--- src/rtl/tank_game_pkg.sv ---
// Shared state type, default tuning values and a small hp helper for the
// two-tank artillery turn sequencer.
package tank_game_pkg;

  localparam int HP_INIT_DEFAULT        = 5;
  localparam int CHARGE_STEP_DEFAULT    = 10;
  localparam int CHARGE_MAX_DEFAULT     = 600;
  localparam int FLIGHT_TIMEOUT_DEFAULT = 255;
  localparam int SETTLE_FRAMES_DEFAULT  = 30;

  localparam int HP_W     = 3;
  localparam int CHARGE_W = 10;

  typedef enum logic [2:0] {
    ARM,
    AIM,
    CHARGE,
    FIRE,
    FLIGHT,
    RESOLVE,
    SETTLE,
    OVER
  } turn_state_t;

  // Hit points after an optional hit; never goes below zero.
  function automatic logic [HP_W-1:0] hpAfterHit(input logic [HP_W-1:0] hp, input logic hit);
    return (hit && (hp != '0)) ? (hp - HP_W'(1)) : hp;
  endfunction

endpackage

--- src/rtl/turn_sequencer_if.sv ---
// Player / bullet-datapath side of the turn sequencer. The master side
// (game logic, buttons, bullet engine) drives buttons and bullet pulses;
// the slave side (the sequencer) drives turn, launch and score outputs.
interface turn_sequencer_if;
  import tank_game_pkg::*;

  logic                fire_a;
  logic                fire_b;
  logic                bullet_hit;
  logic                bullet_done;
  logic [1:0]          currentTank;
  logic                shoot;
  logic [CHARGE_W-1:0] y_component;
  logic [HP_W-1:0]     hp_a;
  logic [HP_W-1:0]     hp_b;
  logic                game_over;
  logic                winner;

  modport master (
    output fire_a, fire_b, bullet_hit, bullet_done,
    input  currentTank, shoot, y_component, hp_a, hp_b, game_over, winner
  );

  modport slave (
    input  fire_a, fire_b, bullet_hit, bullet_done,
    output currentTank, shoot, y_component, hp_a, hp_b, game_over, winner
  );

endinterface

--- src/rtl/charge_meter.sv ---
// Saturating launch-charge accumulator. The saturation test is done before
// the add so the 10-bit sum can never wrap past the maximum.
module charge_meter
  import tank_game_pkg::*;
#(
  parameter int STEP = CHARGE_STEP_DEFAULT,
  parameter int MAX  = CHARGE_MAX_DEFAULT
) (
  input  logic                clk,
  input  logic                clr,
  input  logic                en,
  output logic [CHARGE_W-1:0] value,
  output logic                at_max
);

  localparam logic [CHARGE_W-1:0] STEP_V = CHARGE_W'(STEP);
  localparam logic [CHARGE_W-1:0] MAX_V  = CHARGE_W'(MAX);

  logic [CHARGE_W-1:0] r_value;

  // Clear wins over accumulate; once close to the top, clamp to the maximum.
  always_ff @(posedge clk) begin
    if (clr) begin
      r_value <= '0;
    end else if (en) begin
      if (r_value >= (MAX_V - STEP_V)) begin
        r_value <= MAX_V;
      end else begin
        r_value <= r_value + STEP_V;
      end
    end
  end

  assign value  = r_value;
  assign at_max = (r_value == MAX_V);

endmodule

--- src/rtl/turn_sequencer.sv ---
// Turn sequencer for a two-tank artillery game: arms the active player's
// button, accumulates launch charge, fires once, waits for the bullet
// outcome, scores hits, pauses, then hands the turn to the other tank.
module turn_sequencer
  import tank_game_pkg::*;
#(
  parameter int HP_INIT        = HP_INIT_DEFAULT,
  parameter int CHARGE_STEP    = CHARGE_STEP_DEFAULT,
  parameter int CHARGE_MAX     = CHARGE_MAX_DEFAULT,
  parameter int FLIGHT_TIMEOUT = FLIGHT_TIMEOUT_DEFAULT,
  parameter int SETTLE_FRAMES  = SETTLE_FRAMES_DEFAULT
) (
  input logic             frame_clk,
  input logic             Reset,
  turn_sequencer_if.slave bus
);

  localparam int FLIGHT_W = $clog2(FLIGHT_TIMEOUT + 1);
  localparam int SETTLE_W = $clog2(SETTLE_FRAMES + 1);
  localparam logic [FLIGHT_W-1:0] FLIGHT_LAST = FLIGHT_W'(FLIGHT_TIMEOUT - 1);
  localparam logic [SETTLE_W-1:0] SETTLE_LAST = SETTLE_W'(SETTLE_FRAMES - 1);

  turn_state_t         r_state;
  logic                r_tank;
  logic                r_shoot;
  logic                r_hit;
  logic                r_gameOver;
  logic                r_winner;
  logic [HP_W-1:0]     r_hpA;
  logic [HP_W-1:0]     r_hpB;
  logic [FLIGHT_W-1:0] r_flight;
  logic [SETTLE_W-1:0] r_settle;

  logic                w_fireActive;
  logic                w_meterClr;
  logic                w_meterEn;
  logic                w_atMax;
  logic [CHARGE_W-1:0] w_charge;
  logic [HP_W-1:0]     w_hpANext;
  logic [HP_W-1:0]     w_hpBNext;

  // Only the active tank's button matters; the other one is never looked at.
  assign w_fireActive = r_tank ? bus.fire_b : bus.fire_a;

  // The charge is dropped when a shot is scored, and builds only while aiming/charging.
  assign w_meterClr = Reset || (r_state == RESOLVE);
  assign w_meterEn  = w_fireActive && !w_atMax && ((r_state == AIM) || (r_state == CHARGE));

  // A registered hit damages the opponent of whoever is shooting.
  assign w_hpANext = hpAfterHit(r_hpA, r_hit && r_tank);
  assign w_hpBNext = hpAfterHit(r_hpB, r_hit && !r_tank);

  charge_meter #(
    .STEP (CHARGE_STEP),
    .MAX  (CHARGE_MAX)
  ) u_chargeMeter (
    .clk    (frame_clk),
    .clr    (w_meterClr),
    .en     (w_meterEn),
    .value  (w_charge),
    .at_max (w_atMax)
  );

  // Turn FSM with registered outputs; shoot is a one-frame pulse raised on entry to FIRE.
  always_ff @(posedge frame_clk) begin
    if (Reset) begin
      r_state    <= ARM;
      r_tank     <= 1'b0;
      r_shoot    <= 1'b0;
      r_hit      <= 1'b0;
      r_gameOver <= 1'b0;
      r_winner   <= 1'b0;
      r_hpA      <= HP_W'(HP_INIT);
      r_hpB      <= HP_W'(HP_INIT);
      r_flight   <= '0;
      r_settle   <= '0;
    end else begin
      r_shoot <= 1'b0;
      unique case (r_state)
        ARM: begin
          if (!w_fireActive) r_state <= AIM;
        end
        AIM: begin
          if (w_fireActive) r_state <= CHARGE;
        end
        CHARGE: begin
          if (!w_fireActive) begin
            r_state <= FIRE;
            r_shoot <= 1'b1;
          end
        end
        FIRE: begin
          r_state  <= FLIGHT;
          r_flight <= '0;
        end
        FLIGHT: begin
          r_flight <= r_flight + FLIGHT_W'(1);
          if (bus.bullet_hit) begin
            r_hit   <= 1'b1;
            r_state <= RESOLVE;
          end else if (bus.bullet_done || (r_flight == FLIGHT_LAST)) begin
            r_hit   <= 1'b0;
            r_state <= RESOLVE;
          end
        end
        RESOLVE: begin
          r_hpA <= w_hpANext;
          r_hpB <= w_hpBNext;
          r_hit <= 1'b0;
          if ((w_hpANext == '0) || (w_hpBNext == '0)) begin
            r_state    <= OVER;
            r_gameOver <= 1'b1;
            r_winner   <= r_tank;
          end else begin
            r_state  <= SETTLE;
            r_settle <= '0;
          end
        end
        SETTLE: begin
          if (r_settle == SETTLE_LAST) begin
            r_settle <= '0;
            r_tank   <= ~r_tank;
            r_state  <= ARM;
          end else begin
            r_settle <= r_settle + SETTLE_W'(1);
          end
        end
        OVER: begin
          r_state <= OVER;
        end
        default: begin
          r_state <= ARM;
        end
      endcase
    end
  end

  assign bus.currentTank = {1'b0, r_tank};
  assign bus.shoot       = r_shoot;
  assign bus.y_component = w_charge;
  assign bus.hp_a        = r_hpA;
  assign bus.hp_b        = r_hpB;
  assign bus.game_over   = r_gameOver;
  assign bus.winner      = r_winner;

endmodule

--- src/flat_wrapper.sv ---
// flat-port wrapper written by rule: the top's interface ports become plain ports
module turn_sequencer_flat import tank_game_pkg::*;
#(
  parameter int HP_INIT        = HP_INIT_DEFAULT,
  parameter int CHARGE_STEP    = CHARGE_STEP_DEFAULT,
  parameter int CHARGE_MAX     = CHARGE_MAX_DEFAULT,
  parameter int FLIGHT_TIMEOUT = FLIGHT_TIMEOUT_DEFAULT,
  parameter int SETTLE_FRAMES  = SETTLE_FRAMES_DEFAULT
)
  (frame_clk, Reset, bus_fire_a, bus_fire_b, bus_bullet_hit, bus_bullet_done, bus_currentTank, bus_shoot, bus_y_component, bus_hp_a, bus_hp_b, bus_game_over, bus_winner);
  turn_sequencer_if bus_i ();
  input logic frame_clk;
  input logic Reset;
  input wire logic [$bits(bus_i.fire_a)-1:0] bus_fire_a;
  input wire logic [$bits(bus_i.fire_b)-1:0] bus_fire_b;
  input wire logic [$bits(bus_i.bullet_hit)-1:0] bus_bullet_hit;
  input wire logic [$bits(bus_i.bullet_done)-1:0] bus_bullet_done;
  output wire logic [$bits(bus_i.currentTank)-1:0] bus_currentTank;
  output wire logic [$bits(bus_i.shoot)-1:0] bus_shoot;
  output wire logic [$bits(bus_i.y_component)-1:0] bus_y_component;
  output wire logic [$bits(bus_i.hp_a)-1:0] bus_hp_a;
  output wire logic [$bits(bus_i.hp_b)-1:0] bus_hp_b;
  output wire logic [$bits(bus_i.game_over)-1:0] bus_game_over;
  output wire logic [$bits(bus_i.winner)-1:0] bus_winner;
  assign bus_i.fire_a = bus_fire_a;
  assign bus_i.fire_b = bus_fire_b;
  assign bus_i.bullet_hit = bus_bullet_hit;
  assign bus_i.bullet_done = bus_bullet_done;
  assign bus_currentTank = bus_i.currentTank;
  assign bus_shoot = bus_i.shoot;
  assign bus_y_component = bus_i.y_component;
  assign bus_hp_a = bus_i.hp_a;
  assign bus_hp_b = bus_i.hp_b;
  assign bus_game_over = bus_i.game_over;
  assign bus_winner = bus_i.winner;
  turn_sequencer #(.HP_INIT(HP_INIT), .CHARGE_STEP(CHARGE_STEP), .CHARGE_MAX(CHARGE_MAX), .FLIGHT_TIMEOUT(FLIGHT_TIMEOUT), .SETTLE_FRAMES(SETTLE_FRAMES)) u_core (.frame_clk(frame_clk), .Reset(Reset), .bus(bus_i));
endmodule
--- config.mk ---
export PLATFORM = sky130hd
export DESIGN_NAME = turn_sequencer_flat
export DESIGN_NICKNAME = d
export VERILOG_FILES = /design/src/rtl/tank_game_pkg.sv /design/src/rtl/turn_sequencer_if.sv /design/src/rtl/charge_meter.sv /design/src/rtl/turn_sequencer.sv /design/src/flat_wrapper.sv
export SDC_FILE = /design/constraint.sdc
export NUM_CORES = 1
export LEC_CHECK = 0
export BUFFER_PORTS_ARGS = -buffer_cell sky130_fd_sc_hd__buf_2
export CAP_MARGIN = 20
export CORE_MARGIN = 2
export CORE_UTILIZATION = 30
export CTS_BUF_LIST = sky130_fd_sc_hd__clkbuf_4
export CTS_CLUSTER_SIZE = 40
export DETAILED_ROUTE_END_ITERATION = 7
export SLEW_MARGIN = 20
export SYNTH_ARGS = -nofsm -noshare
export SYNTH_HDL_FRONTEND = slang
export SYNTH_SLANG_ARGS = --single-unit
--- constraint.sdc ---
create_clock -name frame_clk -period 3.51 [get_ports frame_clk]
set_clock_uncertainty 0.05 [all_clocks]
set_input_delay 0 -clock frame_clk [delete_from_list [all_inputs] [get_ports frame_clk]]
set_output_delay 0 -clock frame_clk [all_outputs]
set_load 0.005 [all_outputs]
After elaboration in Yosys (flattened, before gate mapping) --
Cells that the tools add are included.
Cells by class: divide/modulo/power cells 0, bitwise logic cells 2, shifts and indexed selects 0, reductions and logical operators 26, add/subtract/negate cells 5, order comparisons 1, $mul 0, muxes and demuxes 20, equal/unequal tests 16
Operators with widths (count):
- 2-to-1 mux 3 bit | 8
- one-hot mux 3 bit (8 select lines) | 1
- one-hot mux 8 bit (2 select lines) | 1
- equality test 3 bit, second input constant | 4
- adder 10 x 4 -> 10 bit, second input constant | 1
- equality test 10 bit, second input constant | 1
- greater-or-equal comparator 10 bit, second input constant | 1
- 2-to-1 mux 10 bit | 1
- 2-to-1 mux 5 bit | 2
- one-hot mux 5 bit (2 select lines) | 1
- logical NOT 3 bit | 3
- adder 8 x 1 -> 8 bit, second input constant | 1
- equality test 8 bit, second input constant | 1
- AND reduction 2 bit | 4
- equality test 3 x 2 -> 1 bit, second input constant | 2
- logical AND 1 bit | 6
- inequality test 2 bit, second input constant | 3
- nonzero test 2 bit | 3
- nonzero test 3 bit | 2
- subtractor 3 x 1 -> 3 bit, second input constant | 2
- adder 5 x 1 -> 5 bit, second input constant | 1
- equality test 5 bit, second input constant | 1
- 2-to-1 mux 1 bit | 5
- AND reduction 5 bit | 1
- 8 further kinds | 14
Storage, ports and cells: word-level logic and storage cells 81, memory bits (writable) 0, ROM bits 0, output and inout bits 21, flip-flop bits (word level) 37, memories 0, bits in latches 0

Longest topological paths before layout --
Gate-level depths: netlist (run 1).
word-level depth 8, gate-level depth with buffers 7

Modules after synthesis --
From an unflattened synthesis (run 1), not the netlist that was laid out.
Unflattened totals: cell total of the unflattened synthesis 239, area, all modules 2006.9 um^2
By module, submodules not included:
- turn_sequencer | cells an instance 185, times used 1, sequential area each 540.5 um^2, area an instance 1530.2 um^2
- charge_meter | cells an instance 54, times used 1, sequential area each 180.2 um^2, area an instance 476.7 um^2

Worst setup path before layout (run 1) --
No wires, ideal clock.
kind reg2reg, start reg u_core.r_hpB[0], in the netlist u_core.bus.hp_b[0], end reg u_core.r_settle[0], data required time 3.339 ns, data arrival time 1.845 ns, cell stages (with the launch flop) 8, slack 1.494 ns, period minus slack after synthesis 2.016 ns, setup time 0.121 ns, cell sequence dfxtp_1 > inv_1 > ha_1 > ha_1 > nor3b_1 > mux2i_1 > a31oi_1 > mux2_2
On the way: longest elaborated chain between the ends 7, elaborated cells on any way between the ends 8
Ends and longest elaborated chain:
- start, declared | line turn_sequencer.sv:30 | logic [HP_W-1:0] r_hpB;
- start signal, assigned | line turn_sequencer.sv:74 | r_hpB <= HP_W'(HP_INIT);
- start signal, assigned | line turn_sequencer.sv:108 | r_hpB <= w_hpBNext;
- parallel branches: the longest is 2 deep, another holds subtractor 3 x 1 -> 3 bit
- 2-to-1 mux 3 bit * | line tank_game_pkg.sv:27 | return (hit && (hp != '0)) ? (hp - HP_W'(1)) : hp;
- logical NOT 3 bit * | line turn_sequencer.sv:110 | if ((w_hpANext == '0) || (w_hpBNext == '0)) begin
- logical OR 1 bit * | line turn_sequencer.sv:110
- inequality test 2 bit (no line) *
- AND reduction 2 bit (no line) *
- end signal, assigned | line turn_sequencer.sv:125 | r_settle <= r_settle + SETTLE_W'(1);
- end, declared | line turn_sequencer.sv:32 | logic [SETTLE_W-1:0] r_settle;
Mark *: on every way between the ends. A chain may end at the register's enable or synchronous reset.

Worst setup path after layout (run 1) --
Same ends and word-level chain as after synthesis.

==> results.md, run 1 <==
* Pwr dens at 313 nW/µm²
* Post-cts resize count at 0
* WL per Instance at 12.9 µm
* Fin crit share at 64.4%
* Leak Pwr at 0.872 nW
* Vias at 1787
* Warnings from Yosys at 0
* Clock buffer depth at 2
* ANT cells at 0
* Req. time, crit path at 3.70 ns
* Layout area overhead at 11.8%
* Cells on Worst Hold Path at 2
* # setup viols final at 0
* Die Span Y at 85.8 µm
* Area leader, netlist: dfxtp_1
* Nets at 274
* Cell depth of the worst flop-to-flop path at 7
* # DRC at 4
* Clock Tree Root: clkbuf_4
* Reg2reg end: u_core.r_settle[0]
* Clk slew on worst S/H paths at 0.12 ns
* CTS buffer count at 5
* Violated checks: DRC
* Min-Delay Startpoint: Reset
* FP Rows at 29
* Mean post-synth cell area at 8.48 µm²
* IO Port Bufs at 24
* Register area share after synthesis at 35.9%
* Ports at 27
* Worst-Skew Late Latency at 0.34 ns
* First DRT Iteration DRCs at 142
* Full die area at 7370 µm²
* Grt ovf at 0
* Vias in the first global route at 1598
* Largest net degree at the start of global routing at 30
* First-pass GRT wire length at 7670 µm
* RSZ-0062 raised after global routing: false
* Post-DR vias/cell at 5.30
* Worst reg-to-reg setup slack at 1.25 ns
* Initial antenna violation count at 0
* Crit Path Max Fanout at 5
* Starting Density at 31.3%
* CTS tree: yes
* Sink Count at 36
* Share of layout cells above drive strength 1 at 15.0%
* FFs w/ async S/R, synth at 0%
* WS Path Type: flop to flop
* Hpwl dp at 3140 µm
* Tmin final at 2.26 ns
* Yosys reg bits at 36
* Critical Path Start Type: flop
* Area share of the largest cell type after synthesis at 35.9%
* CTS HTree Levels at 2
* Peak supply drop at 96.3 µV
* Max-cap violation count at 0
* Final WL at 4350 µm
* HP Class: primary input to flop
* Unique masters post-synth at 57
* Fin. max-slew vios at 0
* Final hold vios at 0
* Synthesized cell area at 2010 µm²
* DRT antenna net count at 0
* # hold bufs at CTS at 3
* Area contributors post-synth: dfxtp_1 36%, ha_1 5.6%, nor2_1 3.4%
* Routability cong. at 0.828
* Max Fclk at 443 MHz
* Total Routing Usage GR at 12.8%
* Hold EP: u_core.r_flight[4]
* Rel. slew slack at 55.2%
* Outcome: complete, but fails checks
* Cell count after synthesis at 237
* Top FF cell, synth: dfxtp_1
* Postcts setup bufs at 0
* FILL cells at 689
* Critical path arrival at 2.45 ns
* Post-synth EDFFs at 0
* Core footprint at 6420 µm²
* Worst Setup End Kind: flop
* Final setup TNS at 0 ns
* Slew @ Worst Pin at 0.667 ns
* Reg2reg start: u_core.bus.hp_b[0]
* Die Width at 85.8 µm
* Fin util at 35.0%
* Drt pass-1 iters at 7
critical path: stages (launching register included):
cell     delay (ns)
dfxtp_1        0.38
inv_1          0.09
ha_1           0.21
ha_1           0.18
nor3b_1        0.43
mux2i_1        0.31
a31oi_1        0.21
mux2_2         0.31
Yosys cell counts, drive strengths merged, types with 5 or more instances:
| master | n |
|---|---|
| a21oi | 11 |
| a31oi | 5 |
| buf | 6 |
| clkbuf | 7 |
| dfxtp | 36 |
| ha | 9 |
| inv | 13 |
| mux2i | 5 |
| nand2 | 14 |
| nand2b | 7 |
| nand3 | 7 |
| nand3b | 6 |
| nand4 | 6 |
| nor2 | 18 |
| nor2b | 5 |
| nor3 | 7 |
| o21ai | 12 |
worst max path at each step:
| stage | startpoint | to | slack [ns] | depth (start not counted) |
|---|---|---|---|---|
| after floorplan | u_core.bus.hp_b[0] | u_core.r_settle[0] | 1.49 | 7 |
| after global placement | u_core.bus.hp_b[0] | u_core.r_settle[0] | 1.40 | 7 |
| after detailed placement | u_core.bus.hp_b[0] | u_core.r_settle[0] | 1.26 | 7 |
| after CTS | u_core.bus.hp_b[0] | u_core.r_settle[0] | 1.25 | 7 |
| after global routing | u_core.bus.hp_b[1] | u_core.r_settle[0] | 1.02 | 7 |
| final | u_core.bus.hp_b[0] | u_core.r_settle[0] | 1.25 | 7 |
where the power goes:
| group | internal, W | switching [W] |
|---|---|---|
| Combinational | 0.0000205 | 0.0000278 |
| Sequential | 0.000414 | 0.0000117 |
| Clock | 0.0000841 | 0.000144 |
area by class of cell:
type | count | area (µm²) | share of cell area [%]
Sequential cell | 36 | 721 | 32.1
Clock buffer | 6 | 45.0 | 2.01
Multi-Input combinational cell | 176 | 1170 | 52.3
Clock inverter | 2 | 11.3 | 0.501
Inverter | 13 | 48.8 | 2.17
Timing Repair Buffer | 27 | 150 | 6.69
Tap cell | 77 | 96.3 | 4.29
logic make-up (layout without fill, tap and decap cells):
logic type               Yosys count  count (layout)  share of synthesized area, %
AND/OR/NAND/NOR                   93              93                          25.7
AO/OA/AOI/OAI                     60              60                          20.7
flip-flops                        36              36                          35.9
buffers and inverters             26              48                          5.91
adder cells (fa/ha/maj)            9               9                          5.60
multiplexers                       9               9                          4.73
XOR/XNOR                           3               3                          1.31
other                              1               2                         0.187
layer usage:
layer,track usage (%),vias up,routed length [µm]
met1,18.6,824,2210
met4,4.33,0,70
li1,-,916,-
met5,0,-,0
met3,3.27,6,204
met2,18.5,41,1870
metrics by stage:
| step | area (µm²) | total power (W) | hold slack (ns) | worst slack [ns] | instances |
|---|---|---|---|---|---|
| after global routing | 2250 | 0.000744 | 0.0713 | 1.02 | 337 |
| after detailed placement | 2160 | 0.000481 | 0.285 | 1.26 | 326 |
| after CTS | 2250 | 0.000717 | 0.0361 | 1.25 | 337 |
| final | 2250 | 0.000702 | 0.0547 | 1.25 | 337 |
| after floorplan | 2010 | 0.000469 | 0.135 | 1.49 | 238 |
| after global placement | 2160 | 0.000480 | 0.288 | 1.40 | 326 |
flip-flops by register name, indices dropped and copies added (netlist names):
register	count
u_core.u_chargeMeter.value	9
u_core.bus.game_over	1
u_core.bus.hp_a	3
u_core.r_hit	1
u_core.r_settle	5
u_core.bus.shoot	1
u_core.r_state	3
u_core.r_flight	8
u_core.r_tank	1
u_core.bus.winner	1
u_core.bus.hp_b	3
placed cells by master, fill, tap and decap left out, types with 2 or more instances in the layout:
cell            n
dfxtp_1        36
and3_1          4
and3b_1         2
nand2b_1        7
dlygate4sd3_1   3
xnor2_1         3
conb_1          2
or4_1           2
a31oi_1         5
o21ai_0        11
a211o_1         3
mux2_2          4
a211oi_1        4
o31a_1          2
nand3_1         7
a311oi_1        3
buf_2          24
nand4_1         6
nor2_1         18
nor3_1          6
inv_1          13
nand2_1        14
a21oi_1        11
clkbuf_4        6
a22o_1          4
and4_1          2
nor4_1          4
o211ai_1        2
ha_1            9
mux2i_1         5
nor2b_1         5
nand3b_1        6
or3_1           3
o21a_1          2
No activity file was read; power rests on OpenSTA's default activity.
==> run 2: changes to the inputs <==
==> constraint.sdc (replaced) <==
create_clock -name frame_clk -period 1.9 [get_ports frame_clk]
set_clock_uncertainty 0.05 [all_clocks]
set_input_delay 0 -clock frame_clk [delete_from_list [all_inputs] [get_ports frame_clk]]
set_output_delay 0 -clock frame_clk [all_outputs]
set_load 0.005 [all_outputs]
==> run 2 against run 1 <==
  * The run still ends with DRC left
  * Sequential power rose by 83%
  * Count of clock-buffer cells in the layout did not move
  * Register-to-register slack got worse by 1.2 ns
  * Final cell count rose by 6.8%
  * Via count rose by 4.4%
  * Flip-flop and latch count did not move
  * Combinational power rose by 150%
  * Core utilization rose by 4.1 points
  * Non-clock buffer count rose by 24
  * Critical path type unchanged
  * Largest cell class unchanged
==> results.md, run 2 (synthesis gave the netlist of run 1 again) <==
* Outcome: complete, but fails checks
* Violated checks: DRC
* Worst Setup End Kind: flop
* Fin crit share at 96.7%
* FILL cells at 670
* Die Span Y at 85.8 µm
* CTS tree: yes
* Worst path cell trace: inv_2 > ha_4 > ha_4 > nor3b_4 > mux2i_2 > a21o_1 > mux2i_1
* Slew @ Worst Pin at 0.530 ns
* # DRC at 3
* Most common cell after layout, fill and taps aside: dfxtp_1
* WL per Instance at 12.8 µm
* Share of layout cells above drive strength 1 at 26.9%
* Cell family with most CP delay: multiplexers
* Grt ovf at 0
* Slowest-stage cell, CP: dfxtp_2
* Core footprint at 6420 µm²
* Post-DR vias/cell at 5.18
* WS Path Type: flop to flop
* Final worst hold slack at 0.0602 ns
* Critical Path Start Type: flop
* Nets at 298
* Most frequent cells in the layout: 33 x dfxtp_1, 24 x buf_2, 24 x buf_4
* Ports at 27
* Worst-Skew Late Latency at 0.34 ns
* Leak Pwr at 0.991 nW
* Peak supply drop at 208 µV
* Full die area at 7370 µm²
* First-pass GRT wire length at 7660 µm
* Final setup TNS at 0 ns
* Clock Tree Root: clkbuf_4
* RSZ-0062 raised after global routing: false
* Most used cell, CP: ha_4
* Fin util at 39.0%
* Pwr dens at 520 nW/µm²
* Final hold vios at 0
* Register area at 724 µm²
* DRT antenna net count at 0
* CTS HTree Levels at 2
* Layout area overhead at 24.7%
* Max incr delay on CP at 0.35 ns
* Rel. slew slack at 64.6%
* Largest register FFs at 9
* Sink Count at 36
* Finished Cell Area at 2510 µm²
* First DRT Iteration DRCs at 77
* Buf/Inv on CP at 1
* Placed Area at 2340 µm²
* Clk slew on worst S/H paths at 0.11 ns
* Hpwl dp at 3350 µm
* Initial antenna violation count at 0
* Fin. max-slew vios at 0
* Largest net degree at the start of global routing at 30
* IO Port Bufs at 24
* Tmin final at 1.84 ns
* Critical path arrival at 2.07 ns
* Drt pass-1 iters at 8
* Req. time, crit path at 2.13 ns
* ANT cells at 0
* Clock buffer depth at 2
* Crit Path Max Fanout at 3
* Die Width at 85.8 µm
* Routability cong. at 0.836
* Final WL at 4620 µm
* Vias at 1866
* Total Routing Usage GR at 13.0%
* Max Fclk at 544 MHz
* Max-cap violation count at 0
* # setup viols final at 0
* FP Rows at 29
* Vias in the first global route at 1745
* Multi-input logic area at 1260 µm²
* CTS buffer count at 5
* Starting Density at 31.3%
* HP Class: primary input to flop
## run 2: cell count changes in the layout (fill, tap and decap cells not counted), sizes merged
cell      delta
buf         +24
clkinvlp     -1
## run 2: worst reg2reg max path: cells and delay by family (launching register included)
kind | cells | cell delay (ns)
and+or+nand+nor | 1 | 0.22
AOI/OAI and AO/OA | 1 | 0.26
buffers and inverters | 1 | 0.05
adders and majority gates | 2 | 0.32
muxes | 2 | 0.53
DFF | 1 | 0.35
## run 2: per-layer routing
layer | wire length (µm) | global-route usage (%) | up-vias
met1 | 2190 | 16.6 | 856
li1 | - | - | 962
met5 | 0 | 0 | -
met4 | 85 | 5.19 | 0
met2 | 2130 | 21.0 | 39
met3 | 215 | 3.27 | 9
## run 2: layout make-up
type                            count  share of cell area, %
Multi-Input combinational cell    176                   50.1
Inverter                           13                   1.95
Clock inverter                      1                  0.200
Timing Repair Buffer               51                   13.2
Sequential cell                    36                   28.9
Clock buffer                        6                   1.80
Tap cell                           77                   3.84
## run 2: worst paths after layout
check | slack [ns] | endpoint | cells past startpoint | from
max | 0.06 | u_core.bus.winner | 7 | u_core.bus.hp_b[1]
min | 0.06 | u_core.r_hit | 5 | bus_bullet_done
max reg2reg | 0.06 | u_core.bus.winner | 7 | u_core.bus.hp_b[1]
min reg2reg | 0.41 | u_core.bus.game_over | 2 | u_core.bus.game_over
## run 2: power breakdown
| part | switching [W] | internal, W |
|---|---|---|
| clock | 0.000255 | 0.000151 |
| combinational | 0.0000648 | 0.0000544 |
| sequential | 0.0000141 | 0.000764 |
| total | 0.000334 | 0.000969 |
## run 2: repair_timing
item                                   in CTS  in global routing
pin swaps                                   0                  4
gates resized for setup                     1                 17
setup endpoints to repair                   1                  9
cloned                                      0                  0
hold buffers                                3                  0
buffers inserted                            0                  0
endpoints found under the hold margin       2                  0
## run 2: stage by stage
| stage | total power [W] | std cells | setup WS, ns |
|---|---|---|---|
| CTS | 0.00132 | 360 | 0.00384 |
| floorplan | 0.000866 | 238 | 0.00643 |
| detailed placement | 0.000907 | 350 | 0.0114 |
| global placement | 0.000906 | 350 | 0.0159 |
| global route | 0.00137 | 360 | 0.00814 |
| finish | 0.00130 | 360 | 0.0634 |
